--- src/rtl/fwd_pkg.sv ---
// fwd_pkg: constants and helpers shared by the operand forwarding logic and the hazard unit.
package fwd_pkg;
  localparam int WIDTH_DEF  = 32;
  localparam int ADDR_W_DEF = 5;
  localparam int ZERO_REG   = 0;
  localparam int SEL_RF     = 0;
  function automatic int sel_w(input int num_src);
    return (num_src <= 2) ? 1 : $clog2(num_src);
  endfunction
endpackage

--- src/rtl/fwd_prio_sel.sv ---
// fwd_prio_sel: destination-address match against each forwarding source and fixed-priority select.
module fwd_prio_sel
  import fwd_pkg::*;
#(
  parameter int NUM_SRC = 3,
  parameter int ADDR_W  = ADDR_W_DEF,
  localparam int SEL_W  = sel_w(NUM_SRC)
) (
  input  logic [ADDR_W-1:0]             rs_addr,
  input  logic [NUM_SRC-2:0]            fwd_we,
  input  logic [(NUM_SRC-1)*ADDR_W-1:0] fwd_addr,
  output logic [SEL_W-1:0]              sel,
  output logic                          any_hit
);
  logic [NUM_SRC-1:1] hit;
  logic               rs_nz;
  assign rs_nz = rs_addr != ADDR_W'(ZERO_REG);
  for (genvar k = 1; k < NUM_SRC; k++) begin : g_hit
    assign hit[k] = fwd_we[k-1] && fwd_addr[(k-1)*ADDR_W +: ADDR_W] == rs_addr && rs_nz;
  end
  // Scan from the lowest priority upward so the youngest matching source wins.
  always_comb begin
    sel = SEL_W'(SEL_RF);
    for (int k = NUM_SRC - 1; k >= 1; k--)
      if (hit[k]) sel = SEL_W'(k);
  end
  assign any_hit = |hit;
endmodule

--- src/rtl/operand_fwd_mux.sv ---
// operand_fwd_mux: forwarding operand select registered into the EX input stage,
// with stall/flush control and a saturating forward-hit counter.
module operand_fwd_mux
  import fwd_pkg::*;
#(
  parameter int WIDTH   = WIDTH_DEF,
  parameter int NUM_SRC = 3,
  parameter int ADDR_W  = ADDR_W_DEF,
  parameter int CNT_W   = 16,
  localparam int SEL_W  = sel_w(NUM_SRC)
) (
  input  logic                          clk,
  input  logic                          rst_n,
  input  logic                          stall_i,
  input  logic                          flush_i,
  input  logic                          in_valid_i,
  input  logic [ADDR_W-1:0]             rs_addr_i,
  input  logic [WIDTH-1:0]              rf_data_i,
  input  logic [NUM_SRC-2:0]            fwd_we_i,
  input  logic [(NUM_SRC-1)*ADDR_W-1:0] fwd_addr_i,
  input  logic [(NUM_SRC-1)*WIDTH-1:0]  fwd_data_i,
  output logic [WIDTH-1:0]              op_o,
  output logic [SEL_W-1:0]              sel_o,
  output logic                          out_valid_o,
  output logic                          fwd_hit_o,
  output logic [CNT_W-1:0]              fwd_cnt_o
);
  logic [SEL_W-1:0] sel;
  logic             any_hit;
  logic [WIDTH-1:0] data;

  fwd_prio_sel #(.NUM_SRC(NUM_SRC), .ADDR_W(ADDR_W)) u_sel (
    .rs_addr (rs_addr_i),
    .fwd_we  (fwd_we_i),
    .fwd_addr(fwd_addr_i),
    .sel     (sel),
    .any_hit (any_hit)
  );

  // $zero reads as 0; the select is already 0 then, so only the RF leg needs masking.
  always_comb begin
    data = (rs_addr_i == ADDR_W'(ZERO_REG)) ? '0 : rf_data_i;
    for (int k = 1; k < NUM_SRC; k++)
      if (sel == SEL_W'(k)) data = fwd_data_i[(k-1)*WIDTH +: WIDTH];
  end

  always_ff @(posedge clk or negedge rst_n) begin
    if (!rst_n) begin
      op_o        <= '0;
      sel_o       <= SEL_W'(SEL_RF);
      out_valid_o <= 1'b0;
      fwd_hit_o   <= 1'b0;
      fwd_cnt_o   <= '0;
    end else if (flush_i) begin
      op_o        <= '0;
      sel_o       <= SEL_W'(SEL_RF);
      out_valid_o <= 1'b0;
      fwd_hit_o   <= 1'b0;
    end else if (!stall_i) begin
      op_o        <= data;
      sel_o       <= sel;
      out_valid_o <= in_valid_i;
      fwd_hit_o   <= any_hit;
      if (in_valid_i && any_hit && fwd_cnt_o != '1) fwd_cnt_o <= fwd_cnt_o + CNT_W'(1);
    end
  end
endmodule

--- config.mk ---
export PLATFORM = sky130hd
export DESIGN_NAME = operand_fwd_mux
export DESIGN_NICKNAME = d
export VERILOG_FILES = /design/src/rtl/fwd_pkg.sv /design/src/rtl/fwd_prio_sel.sv /design/src/rtl/operand_fwd_mux.sv
export SDC_FILE = /design/constraint.sdc
export NUM_CORES = 1
export LEC_CHECK = 0
export ABC_AREA = 0
export BUFFER_PORTS_ARGS = -buffer_cell sky130_fd_sc_hd__buf_2
export CAP_MARGIN = 25
export CELL_PAD_IN_SITES_DETAIL_PLACEMENT = 2
export CELL_PAD_IN_SITES_GLOBAL_PLACEMENT = 2
export CORE_MARGIN = 2
export CORE_UTILIZATION = 26
export DETAILED_ROUTE_END_ITERATION = 8
export PLACE_DENSITY_LB_ADDON = 0.05
export SLEW_MARGIN = 0
export SYNTH_ARGS = -nofsm -noshare
export SYNTH_HDL_FRONTEND = slang
export SYNTH_SLANG_ARGS = --single-unit
--- constraint.sdc ---
create_clock -name clk -period 4.45 [get_ports clk]
set_input_delay 0.89 -clock clk [delete_from_list [all_inputs] [get_ports clk]]
set_output_delay 0.89 -clock clk [all_outputs]
set_load 0.02 [all_outputs]
==> out/results.tsv <==
metric	value	unit
top_layer_used	met4	
syn_area_per_cell	9.424	um2
slew_headroom	43.68	%
synth-edff-count	0	
outcome	finished, final reports clean	
antenna_found_initial	0	
tightest_slew	0.8331	ns
overflow	0	
wl	11.62	mm
dpl_worst_slack	1.274	ns
worst_slack	1.746	ns
syn_area	2940	um2
maxCapViolCount	0	
arrival	2.88	ns
clock_latency	0.29	ns
die-area	12180	um2
synth-seq-cells	52	
dr.pass1.iters	4	
m1WireLength	5.050	mm
yosysSeqAreaShare	44.26	%
hold_class	reg2reg	
cts_resized	0	
holdBufCountCts	0	
clk_pin_slew_worst_paths	0.07	ns
cts.path.max_buffers	2	
grt_pass1_vias	3416	
gp_congestion	0.7161	
nFillCells	1297	
endpoint_kind	register	
finalSetupViolCount	0	
drive_gt1_share	41.83	%
fp.dieW	110.3	um
start_util	26.89	%
async_flop_share	100.0	%
place_hpwl	8.480	mm
p_leak	0.001999	uW
grt_start_max_net_pins	32	
gr-usage-all-layers	19.10	%
rows	38	
die_y	110.3	um
totalPowerFinal	1138	uW
drt-initial-drc-count	122	
vdd_drop_max	0.1394	mV
core_area	10940	um2
cts_tree	built	
finalHoldViolations	0	
ioPinCount	170	
grt_pass1_wl	17.91	mm
clockRootBuffer	clkbuf_16	
wl_met2	5.791	mm
period_needed	2.704	ns
syn_to_final_growth	39.62	%
crit_type	in2reg	
tns	0	ns
wl_met3	736	um
syn_nets	431	
crit_fanout	31	
worst_clock_skew	0.002525	ns
vias	3191	
cts_setup_buffers	0	
wl_per_cell	18.99	um
synth_top_flop_cell	dfrtp_1	
fmax	369.9	MHz
cts_inserted_buffers	5	
yosys_warnings	0	
synthCells	312	
layout.nets	589	
slew_viol_final	0	
crit_required	4.63	ns
rsz0062_at_grt	false	
postRouteAntennaNets	0	
via_per_inst	5.214	
htree_levels	2	
min_period_over_period	60.75	%
instances_no_fill	612	
synth_cell_types	45	
cp-start-kind	input port	
drc	0	
io_buffers	169	
placed_cells	601	
p_per_area	277.3	nW/um2
fin_util	37.54	%
cts_sinks	52	
-- state kept, by name, indices dropped and copies added, names as in the netlist --
name and flops:
op_o 32, fwd_cnt_o 16, sel_o 2, fwd_hit_o 1
out_valid_o 1
-- cell families (layout without fill, tap and decap cells) --
logic type | count (synthesis) | in the layout | synth area share, %
AOI/OAI and AO/OA | 73 | 73 | 18.30
xor gates and xnor gates | 25 | 25 | 7.447
adders and majority gates | 1 | 1 | 0.4255
buffers and inverters | 34 | 193 | 5.830
DFF | 52 | 52 | 44.26
muxes | 4 | 4 | 1.404
other | 0 | 1 | 0
and+or+nand+nor | 123 | 123 | 22.34
-- cells in the final DEF (no fill, tap or decap), types with 2 or more instances in the layout --
master,netlist,routed
nand4_1,4,4
nor3_1,2,2
inv_1,8,8
o2111ai_1,5,5
and3_1,4,4
nor2b_2,0,2
clkbuf_16,0,5
nor2b_1,4,2
buf_4,4,4
a32oi_1,24,24
and2_1,2,2
nor4_1,3,3
nor2_1,6,6
a211oi_1,7,7
o21ai_0,10,10
xnor2_1,21,21
buf_2,5,169
o211ai_1,6,6
xor2_1,4,4
dfrtp_1,52,52
a21oi_1,8,8
nand2_1,30,30
mux2i_1,3,3
nand3_1,57,57
o31ai_1,7,7
-- synthesized netlist by cell type, drive strengths merged, types with 5 or more instances --
master / n / area share (%)
nand2: 30 / 3.8
o31ai: 7 / 1.8
a32oi: 24 / 7.1
xnor2: 21 / 6.3
o2111ai: 5 / 1.5
o21ai: 12 / 2.2
nand3: 57 / 9.7
dfrtp: 52 / 44
clkbuf: 13 / 1.7
nor2: 7 / 1.1
buf: 13 / 3.1
o211ai: 6 / 1.5
inv: 8 / 1.0
a211oi: 7 / 1.8
a21oi: 8 / 1.4
-- routing by layer --
metal  GRT usage, %  vias up
li1               -     1483
met1          24.61     1608
met2          32.91       96
met3          4.821        4
met4          3.036        0
met5              0        -
-- area by class of cell --
| type | instances | area [um2] | share of cell area, % |
|---|---|---|---|
| antenna | 1 | 2.502 | 0.06096 |
| clock buffer | 7 | 142.6 | 3.475 |
| clock inverter | 1 | 7.507 | 0.1829 |
| inverter | 8 | 30.03 | 0.7315 |
| multi-input combinational | 226 | 1496 | 36.45 |
| sequential | 52 | 1301 | 31.70 |
| tap | 140 | 175.2 | 4.267 |
| timing repair buffer | 177 | 949.7 | 23.13 |
-- report_power, final --
part	total, uW	internal, uW	leakage, uW	switching, uW
logic	219	90.3	0.00123	129
clock network	408	225	0.0000701	183
registers	511	497	0.000700	14.5
total	1140	812	0.00200	326
-- final timing paths --
| path | endpoint | start | depth (start not counted) | slack, ns |
|---|---|---|---|---|
| max | fwd_cnt_o[5]$_DFFE_PN0P_ | stall_i | 6 | 1.75 |
| min | op_o[12]$_DFFE_PN0P_ | op_o[12]$_DFFE_PN0P_ | 2 | 0.49 |
| max reg2reg | fwd_cnt_o[1]$_DFFE_PN0P_ | fwd_cnt_o[0]$_DFFE_PN0P_ | 6 | 2.12 |
| min reg2reg | op_o[12]$_DFFE_PN0P_ | op_o[12]$_DFFE_PN0P_ | 2 | 0.49 |
| max in group asynchronous | fwd_cnt_o[8]$_DFFE_PN0P_ | rst_n | 2 | 3.01 |
| min in group asynchronous | op_o[19]$_DFFE_PN0P_ | rst_n | 1 | 0.60 |
-- worst max-delay path, cell delays in order --
cell,delay (ns)
buf_2,0.28
nor2_1,0.32
nand2_1,0.18
nor4b_1,0.76
o21ai_0,0.26
xnor2_1,0.18
-- per-stage QoR --
stage	hold slack, ns	instance area [um2]
6_report	0.4881	4105
5_1_grt	0.5241	4103
4_1_cts	0.4928	4064
3_5_place_dp	0.4754	3914
3_3_place_gp	0.4676	3899
2_1_floorplan	0.5944	2940
Note: power is estimated with default switching activity, not from simulation.
